==> src/rtl/elevador_multiandar.sv <==
`default_nettype none
// ============================================================================
//  Module   : elevador_multiandar
//  Purpose  : Multi-floor elevator controller. Boards at floor 0, climbs and
//             unloads at each requested floor, returns empty to floor 0.
//             Optional door-hold button enabled by macro ELEV_DOOR_HOLD_EN.
//  Revision : 1.0 - initial release
// ============================================================================
module elevador_multiandar #(
    parameter  int NFLOORS    = 4,
    parameter  int CAP        = 2,
    parameter  int WAIT_CYC   = 2,
    parameter  int TRAVEL_CYC = 2,
    localparam int FW         = $clog2(NFLOORS),
    localparam int CW         = $clog2(CAP + 1)
) (
    input  logic          clk_2,
    input  logic          reset,
    input  logic          pessoa,
    input  logic [FW-1:0] destino,
`ifdef ELEV_DOOR_HOLD_EN
    input  logic          hold,
`endif
    output logic [FW-1:0] andar,
    output logic          porta,
    output logic [CW-1:0] ocupacao,
    output logic [1:0]    estado,
    output logic          err
);

    localparam int WW = $clog2(WAIT_CYC + 1);
    localparam int TW = $clog2(TRAVEL_CYC + 1);

    localparam logic [WW-1:0] c_WAIT  = WW'(WAIT_CYC);
    localparam logic [TW-1:0] c_TLAST = TW'(TRAVEL_CYC - 1);
    localparam logic [CW-1:0] c_CAP   = CW'(CAP);
    localparam logic [FW-1:0] c_TOP   = FW'(NFLOORS - 1);
    localparam logic [FW:0]   c_NFL   = (FW+1)'(NFLOORS);

    typedef enum logic [1:0] {
        S_LOAD   = 2'd0,
        S_UP     = 2'd1,
        S_UNLOAD = 2'd2,
        S_DOWN   = 2'd3
    } state_t;

    state_t          r_state;
    logic [FW-1:0]   r_andar;
    logic            r_porta;
    logic [CW-1:0]   r_occ;
    logic            r_err;
    logic [WW-1:0]   r_wait;
    logic [TW-1:0]   r_tcnt;
    logic [CW-1:0]   r_dwell;
    logic [CW-1:0]   r_req [NFLOORS];

    logic            w_hold;
    logic            w_dest_ok;
    logic            w_board_ok;
    logic            w_depart;
    logic            w_travel_done;
    logic [FW-1:0]   w_next_up;
    logic [FW-1:0]   w_next_dn;

`ifdef ELEV_DOOR_HOLD_EN
    assign w_hold = hold;
`else
    assign w_hold = 1'b0;
`endif

    assign w_dest_ok     = (destino != '0) && ({1'b0, destino} < c_NFL);
    assign w_board_ok    = pessoa && w_dest_ok && (r_occ < c_CAP);
    assign w_depart      = !w_hold && ((r_occ == c_CAP) || (r_wait == c_WAIT));
    assign w_travel_done = (r_tcnt == c_TLAST);
    assign w_next_up     = r_andar + 1'b1;
    assign w_next_dn     = r_andar - 1'b1;

    always_ff @(posedge clk_2 or negedge reset) begin
        if (!reset) begin
            r_state <= S_LOAD;
            r_andar <= '0;
            r_porta <= 1'b1;
            r_occ   <= '0;
            r_err   <= 1'b0;
            r_wait  <= '0;
            r_tcnt  <= '0;
            r_dwell <= '0;
            for (int i = 0; i < NFLOORS; i++) begin
                r_req[i] <= '0;
            end
        end else begin
            r_err <= 1'b0;
            case (r_state)
                S_LOAD: begin
                    // A boarding on the departure edge still rides along.
                    if (pessoa) begin
                        if (w_board_ok) begin
                            r_occ          <= r_occ + 1'b1;
                            r_req[destino] <= r_req[destino] + 1'b1;
                        end else begin
                            r_err <= 1'b1;
                        end
                    end
                    if (w_depart) begin
                        r_state <= S_UP;
                        r_porta <= 1'b0;
                        r_wait  <= '0;
                        r_tcnt  <= '0;
                    end else if ((r_occ != '0) && !w_hold) begin
                        r_wait <= r_wait + 1'b1;
                    end
                end

                S_UP: begin
                    if (w_travel_done) begin
                        r_tcnt <= '0;
                        if (r_andar != c_TOP) begin
                            r_andar <= w_next_up;
                            if (r_req[w_next_up] != '0) begin
                                r_state <= S_UNLOAD;
                                r_porta <= 1'b1;
                                r_dwell <= r_req[w_next_up];
                            end
                        end
                    end else begin
                        r_tcnt <= r_tcnt + 1'b1;
                    end
                end

                S_UNLOAD: begin
                    if (!w_hold) begin
                        if (r_dwell <= CW'(1)) begin
                            r_occ          <= r_occ - r_req[r_andar];
                            r_req[r_andar] <= '0;
                            r_porta        <= 1'b0;
                            r_dwell        <= '0;
                            r_tcnt         <= '0;
                            r_state        <= (r_occ == r_req[r_andar]) ? S_DOWN : S_UP;
                        end else begin
                            r_dwell <= r_dwell - 1'b1;
                        end
                    end
                end

                S_DOWN: begin
                    if (w_travel_done || (r_andar == '0)) begin
                        r_tcnt <= '0;
                        if (r_andar != '0) begin
                            r_andar <= w_next_dn;
                        end
                        if ((r_andar == '0) || (w_next_dn == '0)) begin
                            r_state <= S_LOAD;
                            r_porta <= 1'b1;
                        end
                    end else begin
                        r_tcnt <= r_tcnt + 1'b1;
                    end
                end

                default: begin
                    r_state <= S_LOAD;
                    r_porta <= 1'b1;
                end
            endcase
        end
    end

    assign andar    = r_andar;
    assign porta    = r_porta;
    assign ocupacao = r_occ;
    assign estado   = r_state;
    assign err      = r_err;

endmodule
`default_nettype wire

==> config.mk <==
export PLATFORM = sky130hd
export DESIGN_NAME = elevador_multiandar
export DESIGN_NICKNAME = d
export VERILOG_FILES = /design/src/rtl/elevador_multiandar.sv
export SDC_FILE = /design/constraint.sdc
export NUM_CORES = 1
export LEC_CHECK = 0
export CAP_MARGIN = 20
export CORE_ASPECT_RATIO = 1.2
export CORE_UTILIZATION = 56
export CTS_CLUSTER_DIAMETER = 120
export CTS_CLUSTER_SIZE = 8
export DETAILED_ROUTE_END_ITERATION = 10
export PLACE_DENSITY = 0.82
export RECOVER_POWER = 100
export SLEW_MARGIN = 20
export SYNTH_ARGS = -nofsm -noshare
export SYNTH_HDL_FRONTEND = slang
export SYNTH_SLANG_ARGS = --single-unit
==> constraint.sdc <==
create_clock -name clk_2 -period 2.24 [get_ports clk_2]
set_input_delay 0.224 -clock clk_2 [delete_from_list [all_inputs] [get_ports clk_2]]
set_output_delay 0.224 -clock clk_2 [all_outputs]
set_load 0.05 [all_outputs]
# Word-level counts from Yosys, hierarchy flattened
# Cells that the tools add are included.
[classes]
muxes = 59
n_addsub = 8
bitwise_logic = 5
n_reduce_logical = 24
n_eq_ne = 18
n_lt_le_gt_ge = 7
[ops]
columns = ["op", "n"]
rows = [
  ["2-bit 2-to-1 mux", 33],
  ["8-bit 2-to-1 mux", 3],
  ["2-bit inequality test (second input constant)", 11],
  ["2-bit one-hot mux with 4 select lines", 2],
  ["8-bit one-hot mux with 2 select lines", 1],
  ["2-bit nonzero test", 8],
  ["2-bit binary-select mux with 2-bit select", 3],
  ["2-bit one-hot mux with 2 select lines", 3],
  ["2-bit by 1-bit adder with 2-bit output (second input constant)", 5],
  ["1-bit 2-to-1 mux", 10],
  ["3-bit >= comparator (second input constant)", 3],
  ["2-bit NOT with 3-bit output", 3],
  ["8-bit AND", 1],
  ["8-bit bitwise mux", 1],
  ["2-bit demux with 2-bit select", 2],
  ["2-bit equality test (second input constant)", 4],
  ["8-bit NOT", 1],
  ["4-bit AND reduction", 2],
  ["7-bit AND reduction", 1],
  ["2-bit zero test", 3],
  ["3-bit by 1-bit < comparator with 1-bit output (second input constant)", 2],
  ["5-bit AND reduction", 1],
  ["2-bit by 1-bit equality test with 1-bit output (second input constant)", 2],
  ["1-bit logical AND", 4],
  ["other kinds (8)", 12],
]
[totals]
reg_bits = 22
inputBits = 5
output_inout_bits = 8
word_cells = 133

# Longest topological paths before layout
# Gate-level depths: netlist (run 1).
[depth]
depth_word = 10
depth_mapped = 7
mapped_depth_nobuf = 6

# Worst setup path before layout (run 1)
# Ideal clock, no wire load.
[synth_timing]
path_kind = "reg2reg"
start = "reg r_andar[0], in the netlist andar[0]"
end = "reg r_porta, in the netlist porta"
setup_slack_ns = -0.174
n_path_buf = 1
stages_incl_launch_ff = 7
setup_time_ns = 0.080
required_ns = 2.160
arrival_ns = 2.334
period_less_slack_ns = 2.414
cell_sequence = "dfrtp_1 -> buf_6 -> inv_1 -> ha_1 -> mux4_1 -> or4_1 -> o221a_2"
[synth_between]
elab_cells_between_ends = 17
cone_classes = "2 x add/sub; 5 x eq/ne; 3 x mux; 1 x bitwise; 6 x reduce/logical"
[synth_rtl]
columns = ["item", "line_no", "text"]
rows = [
  ["start: declaration", "48", "logic [FW-1:0] r_andar;"],
  ["start signal: assignment", "118", "r_andar <= w_next_up;"],
  ["start signal: assignment", "149", "r_andar <= w_next_dn;"],
  ["2-bit by 1-bit subtractor with 2-bit output", "76", "assign w_next_dn = r_andar - 1'b1;"],
  ["via w_next_dn[0]", "63", "logic [FW-1:0] w_next_dn;"],
  ["2-bit zero test", "151", "if ((r_andar == '0) || (w_next_dn == '0)) begin"],
  ["1-bit logical OR", "151", ""],
  ["2-bit inequality test (no source line)", "-", ""],
  ["7-bit AND reduction (no source line)", "-", ""],
  ["end signal: assignment", "135", "r_porta <= 1'b0;"],
  ["end signal: assignment", "153", "r_porta <= 1'b1;"],
  ["end signal: assignment", "162", "r_porta <= 1'b1;"],
  ["end: declaration", "49", "logic r_porta;"],
]
# The timed path passes the listed nets, and every way through them passes these cells. The select of a mux whose other input is x is not followed.
# A chain may end at the register's enable or synchronous reset.

# Worst setup path in the final report (run 1)
[layout_timing]
start = "reg r_state[1], in the netlist estado[1]"
end = "out estado[1]"
[layout_rtl]
columns = ["item", "line_no", "text"]
rows = [
  ["start: declaration", "47", "state_t r_state;"],
  ["start signal: assignment", "138", "r_state <= (r_occ == r_req[r_andar]) ? S_DOWN : S_UP;"],
  ["end: declaration", "27", "output logic [1:0] estado,"],
]
# No word-level cell between the ends.

==> out/metrics.cfg, run 1 <==
[critical_path]
critPathKind = flip-flop to output port
path_cells = clkdlybuf4s50_1
critPathMaxFanout = 17
worst-path-stages = 1
worstSetupEndpointType = output port
cp_data_required_time_ns = 2.02
crit_slowest_cell = clkdlybuf4s50_1
cp_top_family = buffers and inverters
reg2reg_depth = 5
slowest_delay_ns = 0.90
worstPathBufferInverterCount = 1
arrival_ns = 1.89
start_kind = flip-flop

[placement]
place_inst = 181
place_hpwl_um = 2270
gp_congestion = 0.813
pre_cts_ws_ns = 0.208
port_buffers = 12

[route]
drt-pass1-iter-count = 5
ant_nets = 0
wirelength_um = 2900
viasPerCell = 6.30
drtIter0Drc = 34
num_vias = 1166
avgRoutedWirePerCell_um = 15.7
route.detailed.drc = 0

[clock_tree]
ctsResizeCount = 0
cts.sinks = 22
cts_made_buffers = 3
postCtsSetupBuffers = 0
clk_pin_slew_worst_paths_ns = 0.12
clk-insertion-delay-late_ns = 0.30
clk_path_buf_depth = 2
htree_levels = 1
cts.hold.buffers_added = 0
clock-root-buffer = clkbuf_4
cts_tree = yes

[timing]
setup_tns_ns = 0
min_period_over_period = 0.944
drv_slew = 0
timing.hold.ws_ns = 0.296
hold_viol_final = 0
fmax_ghz = 0.473
timing.slew.headroom = 0.568
worst_slack_ns = 0.125
rsz0062_at_grt = no
setup_viol = 0
fin_crit_ns = 2.11
finalClockSkew_ns = 0.00782
worst_pin_slew_ns = 0.649

[layout]
layout-drive-gt1-share = 0.104
syn2layout_area_growth_pct = 13.3
final_common_cell = dfrtp_1
antenna_cells = 0
final_nets = 170
final_cell_mix = dfrtp_1, nand2_1, o21ai_0
fin_cells = 185

[floorplan]
rows = 19
initial_core_util = 0.597
io_pins = 13
fp.dieW_um = 47.5
core_um2 = 2330
dieArea_um2 = 2690
die_h_um = 56.6

[grt]
grt_pass1_vias = 1104
overflow = 0
grt_pass1_wl_um = 4760
grt_start_max_net_pins = 18
grtUsageTotal = 0.239
antenna_found_initial = 0

[job]
maxCapViolCount = 0

[logic_synthesis]
synth.distinct_cells = 36
syn_nets = 153
yosysSeqAreaShare = 0.397
syn_avg_cell_area_um2 = 10.1
syn_inst = 138
synth_area_um2 = 1390
synthArstFlopShare = 1.00
synth_edf_count = 0
synth_flop_cell = dfrtp_1
yosys_register_bits = 22
yosys_warnings = 0

[worst_hold_path]
hp-class = input pin to asynchronous set/reset pin

[power]
p_seq_frac = 0.338
irDropWorstVdd_mv = 0.827
power_frac_comb = 0.576
p_sw_uw = 1030
p_int_uw = 1150
cellPowerDensity_nw_per_um2 = 1380
p_leak_uw = 0.000691
power.share.switching = 0.473
clkPwrFrac = 0.086

[outcome]
status = finished, final reports clean

## registers in the layout, indices dropped and copies added (netlist names)
name      count
andar         2
err           1
estado        2
ocupacao      2
porta         1
r_dwell       2
r_req         8
r_tcnt        2
r_wait        2
## metrics by stage
step	utilization	total power [uW]	cell area, um^2
final	0.677	2180	1580
after global routing	0.677	2340	1580
after global placement	0.669	1960	1560
after floorplan	-	1670	1390
after detailed placement	0.669	2020	1560
after CTS	0.680	2210	1580
## cell type report
class / instances / area (um^2)
clock buffers: 4 / 26.3
flip-flops and latches: 22 / 554
multi-input cells: 102 / 773
inverters: 9 / 33.8
repair buffers: 17 / 150
fillers: 213 / 753
well taps: 31 / 38.8
## routing by layer
metal  vias up  track usage  wire (um)
li1        545            -          -
met1       591        0.308       1280
met2        28        0.403       1520
met3         2       0.0289         77
met4         0       0.0735         12
met5         -            0          0
## final timing paths
path	from	to	slack, ns
worst max-delay path	estado[1]	estado[1]	0.13
worst min-delay path	reset	r_wait[0]	0.30
worst max register to register	andar[1]	porta	0.20
worst min register to register	r_tcnt[0]	r_tcnt[0]	0.55
max in group asynchronous	reset	andar[1]	0.97
min in group clk_2	pessoa	err	0.48
## cells by family (layout without fill, tap and decap cells)
kind of cell | count (synthesis) | count (layout) | synth area share
AND/OR/NAND/NOR | 47 | 47 | 0.179
buffers and inverters | 14 | 30 | 0.0450
flip-flops | 22 | 22 | 0.397
AO/OA/AOI/OAI | 34 | 34 | 0.151
adder cells (fa/ha/maj) | 10 | 10 | 0.0899
XOR/XNOR | 3 | 3 | 0.0189
multiplexers | 8 | 8 | 0.120
## cells in the mapped netlist, types with 2 or more instances
cell | number | area (um^2)
a21boi_0 | 2 | 15.0
a31oi_1 | 4 | 25.0
o21ai_0 | 11 | 55.1
mux2i_1 | 2 | 20.0
clkbuf_1 | 2 | 7.51
nor2_1 | 6 | 22.5
a21o_1 | 2 | 15.0
inv_1 | 9 | 33.8
nand4_1 | 3 | 18.8
mux4_1 | 3 | 78.8
buf_2 | 2 | 10.0
xnor2_1 | 3 | 26.3
a21oi_1 | 7 | 35.0
o31ai_1 | 2 | 15.0
nand3b_1 | 3 | 22.5
mux4_2 | 3 | 67.6
ha_1 | 10 | 125
nand2_1 | 15 | 56.3
o22ai_1 | 2 | 12.5
nand3_1 | 10 | 50.1
nor4_1 | 2 | 12.5
dfrtp_1 | 21 | 526
## power groups by stage
| stage | Sequential (uW) | Combinational, uW | Clock, uW |
|---|---|---|---|
| finish | 738 | 1260 | 188 |
| global route | 758 | 1370 | 207 |
| CTS | 736 | 1290 | 190 |
| detailed placement | 744 | 1280 | 0 |
| global placement | 731 | 1230 | 0 |
| floorplan | 881 | 793 | 0 |
No activity file was read; power rests on OpenSTA's default activity.
==> run 2: changes to the inputs <==
--- a/config.mk
+++ b/config.mk
@@ -5,13 +5,15 @@
 export SDC_FILE = /design/constraint.sdc
 export NUM_CORES = 1
 export LEC_CHECK = 0
+export ABC_AREA = 1
 export CAP_MARGIN = 20
 export CORE_ASPECT_RATIO = 1.2
-export CORE_UTILIZATION = 56
+export CORE_MARGIN = 1
+export CORE_UTILIZATION = 57
 export CTS_CLUSTER_DIAMETER = 120
 export CTS_CLUSTER_SIZE = 8
 export DETAILED_ROUTE_END_ITERATION = 10
-export PLACE_DENSITY = 0.82
+export PLACE_DENSITY = 0.83
 export RECOVER_POWER = 100
 export SLEW_MARGIN = 20
 export SYNTH_ARGS = -nofsm -noshare
==> out/metrics.cfg, run 2 <==
[outcome]
status = finished, final reports clean

[clock_tree]
clk_pin_slew_worst_paths_ns = 0.11
ctsResizeCount = 0
clock-root-buffer = clkbuf_4
postCtsSetupBuffers = 0
cts_tree = yes
cts_made_buffers = 3
clk-insertion-delay-late_ns = 0.32
htree_levels = 1
clk_path_buf_depth = 2
cts.sinks = 22
cts.hold.buffers_added = 0

[layout]
largest_reg_flops = 8
final_common_cell = nand2_1
fin_cells = 258
final_cell_area_um2 = 1660
final_cell_mix = nand2_1, inv_1, nand3_1
largest-register = r_req
syn2layout_area_growth_pct = 9.66
antenna_cells = 0
layout-drive-gt1-share = 0.0756
final_nets = 241

[grt]
overflow = 0
grt_start_max_net_pins = 23
grt_pass1_wl_um = 5320
grt_pass1_vias = 1292
grtUsageTotal = 0.245
antenna_found_initial = 0

[critical_path]
worst-path-stages = 1
ff2ff_setup_slack_ns = 0.35
critPathKind = flip-flop to output port
rr_endpoint = r_req[5]
arrival_ns = 1.83
crit_path_end = andar[0]
critPathMaxFanout = 12
reg2reg_depth = 9
crit_path_start = andar[0]
worstSetupEndpointType = output port
path_cells = dlygate4sd3_1
start_kind = flip-flop
crit_slowest_cell = dlygate4sd3_1
cp_data_required_time_ns = 2.02
cp_top_family = buffers and inverters
r2r_start = estado[1]
slowest_delay_ns = 0.94
worstPathBufferInverterCount = 1

[placement]
gp_congestion = 0.869
place_inst = 254
port_buffers = 12
place_hpwl_um = 2390
place_area_um2 = 1670

[logic_synthesis]
synth.most_common_cell = nand2_1
synth_common_cells = nand2_1, inv_1, nand3_1
syn_nets = 225
yosys_register_bits = 22
yosysSeqAreaShare = 0.364
synth.area.top_cells = dfrtp_1, nand2_1, ha_1, nand3_1, inv_1
synth_area_um2 = 1520
synth_top_cell_by_area = dfrtp_1
synth_edf_count = 0
syn_inst = 210
syn_avg_cell_area_um2 = 7.22
yosys_warnings = 0
synthArstFlopShare = 1.00
synth_flop_cell = dfrtp_1
yosysTopAreaCellShare = 0.347
synth.distinct_cells = 26

[timing]
timing.slew.headroom = 0.190
setup_tns_ns = 0
rsz0062_at_grt = no
finalClockSkew_ns = 0.00756
setup_viol = 0
hold_viol_final = 0
fin_crit_ns = 2.06
worst_pin_slew_ns = 1.22
fmax_ghz = 0.486
drv_slew = 0
min_period_over_period = 0.918

[floorplan]
fp.dieW_um = 49.1
core_um2 = 2530
io_pins = 13
die_h_um = 58.5
rows = 20
dieArea_um2 = 2870
initial_core_util = 0.600

[power]
p_sw_uw = 1400
irDropWorstVdd_mv = 0.916
p_seq_frac = 0.291
p_leak_uw = 0.000859
power_frac_comb = 0.635
cellPowerDensity_nw_per_um2 = 1560
power.share.switching = 0.538
p_int_uw = 1200
clkPwrFrac = 0.074

[worst_hold_path]
hp-class = flip-flop to flip-flop

[route]
ant_nets = 0
drt-pass1-iter-count = 4
viasPerCell = 5.22
drtIter0Drc = 16
avgRoutedWirePerCell_um = 11.6
wirelength_um = 2990
route.detailed.drc = 0
num_vias = 1346

[job]
maxCapViolCount = 0

## run 2: logic make-up (layout without fill, tap and decap cells)
kind of cell / Yosys count / count (layout) / synth area share
DFF: 22 / 22 / 0.364
adders and majority gates: 10 / 10 / 0.0826
buffers and inverters: 34 / 49 / 0.0925
AOI/OAI and AO/OA: 22 / 22 / 0.0842
xor gates and xnor gates: 3 / 3 / 0.0173
and+or+nand+nor: 119 / 119 / 0.359
## run 2: power by group through the flow
stage	sequential, uW	clock, uW	combinational, uW
3_5_place_dp	772	0	1730
4_1_cts	762	201	1740
3_3_place_gp	764	0	1700
2_1_floorplan	947	0	1160
6_report	755	192	1650
5_1_grt	776	211	1870
## run 2: stage by stage
step                worst slack [ns]  power (uW)  hold slack (ns)  utilization
finish                         0.184        2600            0.477        0.657
global route                   0.126        2860            0.495        0.657
CTS                            0.216        2700            0.244        0.671
detailed placement             0.456        2500            0.462        0.660
global placement               0.508        2460            0.464        0.660
floorplan                      0.260        2110          -0.0716            -
## run 2: layer usage
layer	vias to the layer above	wire length (um)	global-route usage
met5	-	0	0
met4	0	56	0.126
li1	705	-	-
met2	26	1520	0.440
met3	6	94	0.0284
met1	609	1320	0.288
## run 2: area by class of cell
type	instances	area (um^2)
clock buffer	4	26.3
multi-input combinational	154	793
sequential	22	552
timing repair buffer	13	124
fill	252	866
tap	33	41.3
inverter	32	125
## run 2: worst min-delay path by stage
stage           start         to  slack (ns)  cells past startpoint
2_1_floorplan   reset   andar[0]       -0.07                      0
3_3_place_gp    porta      porta        0.46                      2
3_5_place_dp    porta      porta        0.46                      2
4_1_cts         reset  r_tcnt[1]        0.24                      2
5_1_grt        pessoa        err        0.49                      3
6_report        porta      porta        0.48                      2
==> run 3: changes to the inputs <==
--- a/config.mk
+++ b/config.mk
@@ -8,7 +8,7 @@
 export ABC_AREA = 1
 export CAP_MARGIN = 20
 export CORE_ASPECT_RATIO = 1.2
-export CORE_MARGIN = 1
+export CORE_MARGIN = 4
 export CORE_UTILIZATION = 57
 export CTS_CLUSTER_DIAMETER = 120
 export CTS_CLUSTER_SIZE = 8
==> out/metrics.cfg, run 3 (synthesized netlist as in run 2, its figures left out) <==
[clock_tree]
clock-root-buffer = clkbuf_4
cts_made_buffers = 3
cts.hold.buffers_added = 0
postCtsSetupBuffers = 0
clk_pin_slew_worst_paths_ns = 0.12
cts_tree = yes
clk_path_buf_depth = 2
cts.sinks = 22
clk-insertion-delay-late_ns = 0.31
htree_levels = 1
ctsResizeCount = 0

[layout]
final_cell_mix = nand2_1, inv_1, nand3_1
layout-drive-gt1-share = 0.0800
largest-register = r_req
antenna_cells = 0
final_cell_area_um2 = 1670
final_common_cell = nand2_1
syn2layout_area_growth_pct = 10.3
final_nets = 241
largest_reg_flops = 8

[placement]
port_buffers = 12
place_hpwl_um = 2410
gp_congestion = 0.836
place_area_um2 = 1670

[timing]
fmax_ghz = 0.486
fin_crit_ns = 2.06
finalClockSkew_ns = 0.00179
hold_viol_final = 0
timing.slew.headroom = 0.215
rsz0062_at_grt = no
drv_slew = 0
setup_tns_ns = 0
min_period_over_period = 0.919
setup_viol = 0
worst_pin_slew_ns = 1.18

[route]
drt-pass1-iter-count = 4
drtIter0Drc = 38
num_vias = 1330
wirelength_um = 2980
viasPerCell = 5.16
route.detailed.drc = 0
avgRoutedWirePerCell_um = 11.6
ant_nets = 0

[power]
p_leak_uw = 0.000865
finalPower_uw = 2620
cellPowerDensity_nw_per_um2 = 1560
irDropWorstVdd_mv = 0.837

[critical_path]
arrival_ns = 1.83
critPathMaxFanout = 12
cp_top_family = buffers and inverters
worstSetupEndpointType = output port
critPathKind = flip-flop to output port
path_cells = dlygate4sd3_1
crit_slowest_cell = dlygate4sd3_1
start_kind = flip-flop
cp_data_required_time_ns = 2.02
worstPathBufferInverterCount = 1
slowest_delay_ns = 0.94

[grt]
grt_pass1_vias = 1314
grtUsageTotal = 0.201
grt_start_max_net_pins = 23
antenna_found_initial = 0
grt_pass1_wl_um = 5370
overflow = 0

[floorplan]
die_h_um = 64.5
fp.dieW_um = 55.1
core_um2 = 2550
rows = 20
dieArea_um2 = 3550
io_pins = 13
initial_core_util = 0.594

[outcome]
status = finished, final reports clean

[worst_hold_path]
hp-class = flip-flop to flip-flop

[job]
maxCapViolCount = 0

[run 3: metrics by stage]
step	setup WS [ns]	instances	hold slack, ns	utilization
finish	0.181	258	0.477	0.655
global route	0.0805	258	0.497	0.655
CTS	0.213	258	0.250	0.668
detailed placement	0.434	254	0.462	0.654
global placement	0.510	254	0.464	0.654
floorplan	0.260	210	-0.0716	-
[run 3: power by group]
group,leakage (uW),switching (uW),internal [uW]
clock,0.0000210,118,99.3
combinational,0.000568,1080,557
sequential,0.000276,185,573
total,0.000865,1390,1230
[run 3: path summary, 6_finish.rpt]
| kind | startpoint | endpoint | slack, ns | depth (start not counted) |
|---|---|---|---|---|
| max | andar[0] | andar[0] | 0.18 | 1 |
| min | porta | porta | 0.48 | 2 |
| max reg2reg | estado[1] | r_req[2] | 0.37 | 9 |
| min reg2reg | porta | porta | 0.48 | 2 |
| max in group asynchronous | reset | r_req[1] | 0.89 | 2 |
| min in group asynchronous | reset | r_tcnt[0] | 0.66 | 2 |
[run 3: layout make-up]
cell class	instances	area, um^2
Clock buffer	4	36.3
Inverter	32	125
Fill cell	250	881
Sequential cell	22	552
Multi-Input combinational cell	154	793
Timing Repair Buffer	13	124
Tap cell	33	41.3
[run 3: per-layer routing]
metal	global-route usage	wire, um	share of wire	up-vias
met2	0.333	1470	0.49	22
li1	-	-	-	704
met5	0	0	0	-
met3	0.0276	99	0.033	4
met4	0.0699	37	0.012	0
met1	0.259	1380	0.46	600
